--- config.mk ---
export PLATFORM = sky130hd
export DESIGN_NAME = bcd2bin
export DESIGN_NICKNAME = d
export VERILOG_FILES = /design/src/rtl/bcd_pkg.sv /design/src/rtl/bcd_digit_adj.sv /design/src/rtl/bcd2bin.sv
export SDC_FILE = /design/constraint.sdc
export NUM_CORES = 1
export LEC_CHECK = 0
export CORE_MARGIN = 2
export CORE_UTILIZATION = 53
export DETAILED_ROUTE_END_ITERATION = 8
export PLACE_DENSITY = 0.88
export SLEW_MARGIN = 10
export SYNTH_ARGS = -nofsm -noshare
export SYNTH_HDL_FRONTEND = slang
export SYNTH_SLANG_ARGS = --single-unit
--- constraint.sdc ---
create_clock -name clk -period 1.8 [get_ports clk]
set_input_delay 0.18 -clock clk [delete_from_list [all_inputs] [get_ports clk]]
set_output_delay 0.18 -clock clk [all_outputs]
set_load 0.02 [all_outputs]
--- src/rtl/bcd_pkg.sv ---
// Shared BCD definitions used by both the BCD-to-binary converter and the binary-to-BCD encoder.
package bcd_pkg;

    localparam int BCD_DIGITS = 4;
    localparam int BCD_BIN_W  = 15;

    typedef logic [3:0] bcd_digit_t;

    localparam bcd_digit_t BCD_ADJ_THRESH = 4'd8;
    localparam bcd_digit_t BCD_ADJ        = 4'd3;

    typedef enum logic {
        ST_IDLE,
        ST_SHIFT
    } bcd_state_t;

    function automatic logic bcd_digit_bad(input bcd_digit_t d);
        return d > 4'd9;
    endfunction

endpackage

--- src/rtl/bcd_digit_adj.sv ---
// Per-digit correction for the reverse double-dabble: digits of 8 or more lose 3 after each shift.
module bcd_digit_adj
    import bcd_pkg::*;
(
    input  logic [3:0] d,
    output logic [3:0] q
);

    assign q = (d >= BCD_ADJ_THRESH) ? d - BCD_ADJ : d;

endmodule

--- src/rtl/bcd2bin.sv ---
// Sequential BCD-to-binary converter: one shift/adjust iteration per clock under a start/done handshake.
module bcd2bin
    import bcd_pkg::*;
#(
    parameter int DIGITS = BCD_DIGITS,
    parameter int BIN_W  = BCD_BIN_W
) (
    input  logic                  clk,
    input  logic                  rst_n,
    input  logic                  start,
    input  logic [4*DIGITS-1:0]   bcd_in,
    output logic                  busy,
    output logic                  done,
    output logic [BIN_W-1:0]      binary,
    output logic                  err
);

    localparam int W_W   = 4*DIGITS + BIN_W;
    localparam int CNT_W = $clog2(BIN_W);

    bcd_state_t         state, state_nx;
    logic [W_W-1:0]     work, work_nx, shifted, adjusted;
    logic [CNT_W-1:0]   cnt, cnt_nx;
    logic               busy_nx, done_nx, err_nx;
    logic [BIN_W-1:0]   binary_nx;
    logic               any_bad;

    // Low binary bits pass straight through; only the BCD digit fields are corrected.
    assign shifted                 = work >> 1;
    assign adjusted[BIN_W-1:0]     = shifted[BIN_W-1:0];

    for (genvar g = 0; g < DIGITS; g++) begin : g_adj
        bcd_digit_adj u_adj (
            .d (shifted[BIN_W + 4*g +: 4]),
            .q (adjusted[BIN_W + 4*g +: 4])
        );
    end

    always_comb begin
        any_bad = 1'b0;
        for (int i = 0; i < DIGITS; i++) begin
            if (bcd_digit_bad(bcd_in[4*i +: 4])) any_bad = 1'b1;
        end
    end

    always_comb begin
        state_nx  = state;
        work_nx   = work;
        cnt_nx    = cnt;
        busy_nx   = busy;
        done_nx   = 1'b0;
        binary_nx = binary;
        err_nx    = err;
        case (state)
            ST_IDLE: begin
                if (start) begin
                    if (any_bad) begin
                        binary_nx = '0;
                        err_nx    = 1'b1;
                        done_nx   = 1'b1;
                    end else begin
                        work_nx  = {bcd_in, {BIN_W{1'b0}}};
                        cnt_nx   = '0;
                        err_nx   = 1'b0;
                        busy_nx  = 1'b1;
                        state_nx = ST_SHIFT;
                    end
                end
            end
            ST_SHIFT: begin
                work_nx = adjusted;
                cnt_nx  = cnt + 1'b1;
                if (cnt == CNT_W'(BIN_W - 1)) begin
                    binary_nx = adjusted[BIN_W-1:0];
                    done_nx   = 1'b1;
                    busy_nx   = 1'b0;
                    state_nx  = ST_IDLE;
                end
            end
            default: state_nx = ST_IDLE;
        endcase
    end

    always_ff @(posedge clk or negedge rst_n) begin
        if (!rst_n) begin
            state  <= ST_IDLE;
            work   <= '0;
            cnt    <= '0;
            busy   <= 1'b0;
            done   <= 1'b0;
            binary <= '0;
            err    <= 1'b0;
        end else begin
            state  <= state_nx;
            work   <= work_nx;
            cnt    <= cnt_nx;
            busy   <= busy_nx;
            done   <= done_nx;
            binary <= binary_nx;
            err    <= err_nx;
        end
    end

endmodule

==> flow_metrics.py, run 1 <==
metrics = {
    "route": {
        "final_antenna_net_count": 0,
        "routed_wire_length_per_instance_um": 15.68,
        "firstDrtPassIters": 4,
        "wl_um": 4453,
        "initialDrtViolationCount": 82,
        "via_count": 1640,
        "avgViaCountPerCell": 5.775,
        "dr_drc_count": 0,
    },
    "setup_path": {
        "critical_path_arrival_ns": 1.78,
        "critical_path_required_ns": 2.01,
        "crit_type": "flip-flop to flip-flop",
        "cp_cell_sequence": "inv_1 > ha_1 > and4_1 > a21oi_2 > buf_4 > a22o_1",
        "slowest_delay_ns": 0.42,
        "endpoint_kind": "flip-flop",
        "worstPathMaxFanout": 12,
        "critPathSlowestCell": "dfrtp_1",
        "start_kind": "flip-flop",
    },
    "synthesis": {
        "yosysSeqAreaShare": 0.5675,
        "top_ff_cell_synth": "dfrtp_1",
        "synthesis.instances": 185,
        "synthDominantCellAreaShare": 0.5675,
        "mean_post_synth_cell_area_um2": 12.63,
        "synth.top_cells.by_area": "dfrtp_1 (57%), a22o_1 (12%), a221o_1 (6.4%)",
        "ys_async_sr_fraction": 1.000,
        "netlist_top_cells_count": "dfrtp_1 (53), a22o_1 (32), a221o_1 (15)",
        "number_of_enable_flip_flop_cells_after_synthesis": 0,
        "register_bit_total_from_synthesis": 53,
        "netlist_area_before_placement_um2": 2337,
        "synth_cell_type_count": 29,
        "syn_nets": 212,
        "post-synth-top-area-cell": "dfrtp_1",
        "synth-warning-count": 0,
        "library_cell_with_the_highest_instance_count_after_synthesis": "dfrtp_1",
    },
    "power": {
        "power_density_nw_per_um2": 1508,
        "power.switching_uw": 1535,
        "power.sequential.fraction": 0.442,
        "total_leakage_power_uw": 0.001358,
        "share_clk_of_total_power": 0.160,
        "p_total_uw": 4420,
        "swShare": 0.3474,
        "p_comb_frac": 0.399,
        "power.ir.vdd_worst_uv": 620.8,
        "power_report.internal_total_uw": 2885,
    },
    "cts": {
        "cts_sinks": 53,
        "cts_buffers": 5,
        "tritoncts": "built",
        "clock-root-buffer": "clkbuf_8",
        "clk_pin_slew_worst_paths_ns": 0.09,
        "worst_case_clock_buffer_depth": 2,
        "number_of_h_tree_levels": 2,
        "insertion_delay_of_the_later_clocked_pin_in_the_worst_skew_pair_ns": 0.31,
    },
    "cells_and_area": {
        "instances_no_fill": 284,
        "layout-drive-gt1-share": 0.1121,
        "insertedDiodeCount": 0,
        "final_nets": 258,
        "finish.utilization": 0.6824,
        "layout-area-overhead-vs-synth_pct": 25.37,
    },
    "floorplan": {
        "die_width_um": 70.41,
        "start_util": 0.5443,
        "num_io_pins": 37,
        "standard_cell_row_count": 24,
        "total_die_area_um2": 4957,
        "fp.coreArea_um2": 4294,
        "die-height_um": 70.41,
    },
    "timing": {
        "timing.final.max_slew_violations": 0,
        "report.final.hold_viol_count": 0,
        "tightestPinTransition_ns": 0.6328,
        "report.final.setup_viol": 0,
        "clock_skew_ns": 0.002644,
        "rsz0062_at_grt": "false",
        "finalCriticalPeriod_ns": 1.574,
        "timing.max_slew.rel_slack": 0.5782,
        "part_of_the_cycle_the_worst_path_needs": 0.8746,
        "final_hold_slack_ns": 0.4859,
        "fmax_ghz": 0.6352,
        "final.setup.tns_ns": 0,
    },
    "hold_path": {
        "hp-class": "input port to flip-flop",
    },
    "job": {
        "max_cap_violations": 0,
    },
    "global_routing": {
        "grt_remaining_overflow": 0,
        "grt_first_pass_wirelength_um": 7741,
        "antenna_found_initial": 0,
        "vias_in_the_first_global_route": 1644,
        "groute.usage.overall": 0.2017,
        "grt_max_degree": 54,
    },
    "place": {
        "place.detailed.hpwl_um": 3171,
        "global_placement_routability_congestion": 0.7850,
        "port_buffers": 36,
        "placed_cells_incl_taps": 275,
    },
    "outcome": {
        "status": "completed",
    },
}
[through the flow]
step                      worst slack (ns)  area [um^2]
after floorplan                     0.2920         2337
after global placement            -0.02428         2824
after detailed placement          -0.07580         2824
after CTS                           0.2113         2930
after global routing                0.1239         2930
final                               0.2257         2930
[state kept, by name, indices dropped and copies added (netlist names)]
| signal | flops |
|---|---|
| work | 30 |
| err | 1 |
| cnt | 4 |
| binary | 15 |
| done | 1 |
| busy | 1 |
| state | 1 |
[power by group through the flow]
stage | clock network, uW | logic [uW] | registers, uW
CTS | 716 | 1780 | 1960
detailed placement | 0 | 1770 | 1980
finish | 707 | 1760 | 1950
global route | 763 | 1940 | 2010
floorplan | 0 | 983 | 2050
global placement | 0 | 1700 | 1960
[per-layer routing]
layer	global-route usage	vias up	part of all wire
li1	-	771	-
met1	0.2649	808	0.43
met2	0.3239	52	0.49
met3	0.04329	9	0.056
met4	0.08547	0	0.020
met5	0	-	0
[logic make-up (layout without fill, tap and decap cells)]
family | Yosys count | count (layout) | share of synthesized area
AND/OR/NAND/NOR | 31 | 31 | 0.07763
AO/OA/AOI/OAI | 59 | 59 | 0.2173
adder cells (fa/ha/maj) | 8 | 8 | 0.04283
buffers and inverters | 22 | 69 | 0.04711
XOR/XNOR | 8 | 8 | 0.02998
flip-flops | 53 | 53 | 0.5675
multiplexers | 4 | 4 | 0.01767
[critical path: cells and delay by family (launching register included)]
| kind | cells | cell delay (ns) |
|---|---|---|
| compound gates | 2 | 0.27 |
| fa+ha+maj | 1 | 0.14 |
| simple gates | 1 | 0.38 |
| flops | 1 | 0.42 |
| buf+inv | 2 | 0.26 |
[cell usage in the layout, fill, tap and decap left out, types with 6 or more instances in the layout]
| master | synthesis | final |
|---|---|---|
| dfrtp_1 | 53 | 53 |
| clkdlybuf4s50_1 | 0 | 35 |
| a22o_1 | 32 | 32 |
| a221o_1 | 15 | 15 |
| inv_1 | 11 | 11 |
| buf_4 | 2 | 10 |
| and2_1 | 9 | 9 |
| ha_1 | 8 | 8 |
| nor2_1 | 7 | 7 |
| clkbuf_8 | 0 | 6 |
[cell type report]
| class | instances | area, um^2 |
|---|---|---|
| Clock buffer | 6 | 82.58 |
| Clock inverter | 2 | 13.76 |
| Fill cell | 340 | 1364 |
| Inverter | 11 | 41.29 |
| Multi-Input combinational cell | 110 | 900.9 |
| Sequential cell | 53 | 1326 |
| Tap cell | 52 | 65.06 |
| Timing Repair Buffer | 50 | 500.5 |
[timing repair]
item,4_1_cts,5_1_grt
hold buffers,1,0
gates resized for setup,0,0
setup buffers,0,0
endpoints found under the hold margin,53,0
[worst paths after layout]
path | to | slack [ns] | startpoint | depth (start not counted)
worst min-delay path | work[15]$_DFFE_PN0P_ | 0.49 | bcd_in[0] | 2
worst max-delay path | binary[4]$_DFFE_PN0P_ | 0.23 | cnt[0]$_DFFE_PN0P_ | 6
min in group asynchronous | binary[4]$_DFFE_PN0P_ | 0.50 | rst_n | 3
worst max register to register | binary[4]$_DFFE_PN0P_ | 0.23 | cnt[0]$_DFFE_PN0P_ | 6
max in group asynchronous | work[16]$_DFFE_PN0P_ | 0.88 | rst_n | 3
worst min register to register | binary[5]$_DFFE_PN0P_ | 0.50 | binary[5]$_DFFE_PN0P_ | 1
(Power assumes the default switching activity.)
==> run 2: changes to the inputs <==
- HOLD_SLACK_MARGIN: not set -> 0.02
- SYNTH_HIERARCHICAL: not set -> 1
==> run 2 against run 1 <==
Against the previous run: sequential share of layout area decreased by 1.5 points; design area increased by 3.5%; core utilization increased by 0.91 points; flip-flop and latch count unchanged; via count increased by 5.5%; combinational power increased by 21%; clock skew increased by 0.0032 ns; largest cell class unchanged; global-route usage increased by 1.3 points; die area increased by 3.5%; highest routed layer unchanged; critical endpoint is now work[16]$_DFFE_PN0P_; final cell count increased by 7.0%; synthesized cell count increased by 8.6%; non-clock buffer count decreased by 1.
==> flow_metrics.py, run 2 <==
metrics = {
    "floorplan": {
        "num_io_pins": 37,
        "die-height_um": 71.62,
        "total_die_area_um2": 5129,
        "fp.coreArea_um2": 4384,
        "die_width_um": 71.62,
        "standard_cell_row_count": 24,
        "start_util": 0.5528,
    },
    "synthesis": {
        "post-synth-top-area-cell": "dfrtp_1",
        "yosysSeqAreaShare": 0.5472,
        "register_bit_total_from_synthesis": 53,
        "number_of_enable_flip_flop_cells_after_synthesis": 0,
        "mean_post_synth_cell_area_um2": 12.06,
        "synth_cell_type_count": 30,
        "synth-warning-count": 6,
        "top_ff_cell_synth": "dfrtp_1",
        "synthesis.instances": 201,
        "ys_async_sr_fraction": 1.000,
        "netlist_top_cells_count": "dfrtp_1 (53), a22o_1 (30), inv_1 (13)",
        "library_cell_with_the_highest_instance_count_after_synthesis": "dfrtp_1",
        "synth.top_cells.by_area": "dfrtp_1 (55%), a22o_1 (11%), ha_1 (5.2%)",
        "netlist_area_before_placement_um2": 2424,
        "synthDominantCellAreaShare": 0.5472,
    },
    "power": {
        "power_density_nw_per_um2": 1635,
        "power.ir.vdd_worst_uv": 735.7,
        "p_total_uw": 4956,
        "total_leakage_power_uw": 0.001405,
    },
    "cts": {
        "number_of_h_tree_levels": 2,
        "cts_sinks": 53,
        "hold_buffers": 1,
        "clk_pin_slew_worst_paths_ns": 0.09,
        "tritoncts": "built",
        "insertion_delay_of_the_later_clocked_pin_in_the_worst_skew_pair_ns": 0.31,
        "cts_buffers": 5,
        "worst_case_clock_buffer_depth": 2,
        "cts.repair_timing.setup_buffer_count": 0,
        "clock-root-buffer": "clkbuf_8",
        "post_cts_resized": 0,
    },
    "cells_and_area": {
        "insertedDiodeCount": 0,
        "seqCellArea_um2": 1326,
        "multi_input_area_um2": 1008,
        "layout.cells.most_common": "dfrtp_1",
        "finish.utilization": 0.6915,
        "most-common-layout-cells": "dfrtp_1 (53), clkdlybuf4s50_1 (35), a22o_1 (30)",
        "fillerInstances": 317,
        "layout-drive-gt1-share": 0.1270,
        "reg_top3": "work x30, binary x15, cnt x4",
        "registers.top_by_ff_count": "work",
        "largest_register_ff_count": 30,
        "layout-area-overhead-vs-synth_pct": 25.09,
        "final_nets": 280,
    },
    "setup_path": {
        "r2r.worst_path.cells": 5,
        "endpoint_kind": "flip-flop",
        "critical_path_required_ns": 1.99,
        "worstPathMaxFanout": 10,
        "start_kind": "input port",
        "critical_path_arrival_ns": 1.76,
        "crit_type": "input port to flip-flop",
    },
    "route": {
        "dr_drc_count": 0,
        "avgViaCountPerCell": 5.691,
        "via_count": 1730,
        "initialDrtViolationCount": 205,
        "final_antenna_net_count": 0,
        "routed_wire_length_per_instance_um": 15.94,
        "wl_um": 4847,
        "firstDrtPassIters": 4,
    },
    "timing": {
        "layout_setup_ws_ns": 0.2360,
        "timing.final.max_slew_violations": 0,
        "final.setup.tns_ns": 0,
        "finalCriticalPeriod_ns": 1.564,
        "fmax_ghz": 0.6394,
        "tightestPinTransition_ns": 0.5206,
        "report.final.setup_viol": 0,
        "timing.max_slew.rel_slack": 0.6529,
        "rsz0062_at_grt": "false",
        "clock_skew_ns": 0.005808,
        "final_hold_slack_ns": 0.3797,
        "report.final.hold_viol_count": 0,
        "part_of_the_cycle_the_worst_path_needs": 0.8689,
    },
    "place": {
        "global_placement_routability_congestion": 0.8192,
        "port_buffers": 36,
        "place.detailed.hpwl_um": 3401,
        "placement.setup.worst_slack_ns": -0.06938,
    },
    "global_routing": {
        "grt_first_pass_wirelength_um": 8473,
        "grt_remaining_overflow": 0,
        "groute.usage.overall": 0.2151,
        "vias_in_the_first_global_route": 1745,
        "antenna_found_initial": 0,
        "grt_max_degree": 32,
    },
    "job": {
        "max_cap_violations": 0,
    },
    "hold_path": {
        "hp-class": "input port to async pin",
    },
    "outcome": {
        "status": "completed",
    },
}
run 2: worst max-delay path: stages:
cell and delay, ns:
clkdlybuf4s50_1 0.42, o21ai_1 0.26, and4_4 0.30, a21oi_4 0.07, buf_4 0.18, a221o_1 0.35
run 2: logic make-up (layout without fill, tap and decap cells):
group,after synthesis,count (layout),share of synthesized area
AO/OA/AOI/OAI,62,62,0.2179
XOR/XNOR,10,10,0.03614
adder cells (fa/ha/maj),10,10,0.05163
buffers and inverters,23,70,0.04285
flip-flops,53,53,0.5472
multiplexers,1,1,0.004646
other,1,5,0.001547
AND/OR/NAND/NOR,41,41,0.09809
run 2: area by class of cell:
class | count | area share
Sequential cell | 53 | 0.4375
Clock inverter | 3 | 0.007016
Inverter | 13 | 0.01610
Multi-Input combinational cell | 129 | 0.3326
Timing Repair Buffer | 49 | 0.1626
Clock buffer | 5 | 0.02270
Tap cell | 52 | 0.02146
run 2: where the power goes:
part	switching [uW]	internal (uW)
sequential	488	1670
clock	393	277
combinational	930	1200
run 2: final timing paths:
path                                         end                   from  slack (ns)
max in group asynchronous  binary[1]$_DFFE_PN0P_                  rst_n        0.88
min                        binary[0]$_DFFE_PN0P_                  rst_n        0.38
min reg2reg                binary[0]$_DFFE_PN0P_  binary[0]$_DFFE_PN0P_        0.50
max reg2reg                binary[3]$_DFFE_PN0P_     cnt[0]$_DFFE_PN0P_        0.28
min in group clk           binary[0]$_DFFE_PN0P_  binary[0]$_DFFE_PN0P_        0.50
max                         work[16]$_DFFE_PN0P_             bcd_in[14]        0.24
run 2: per-stage QoR:
| stage | area [um^2] | cells |
|---|---|---|
| finish | 3032 | 304 |
| global route | 3032 | 304 |
| CTS | 3032 | 304 |
| detailed placement | 2932 | 295 |
| global placement | 2932 | 295 |
| floorplan | 2439 | 205 |
run 2: routing by layer:
metal | track usage | up-vias | wire length (um)
li1 | - | 817 | -
met5 | 0 | - | 0
met3 | 0.03797 | 5 | 140
met2 | 0.3313 | 32 | 2384
met4 | 0.07966 | 0 | 63
met1 | 0.3082 | 876 | 2258
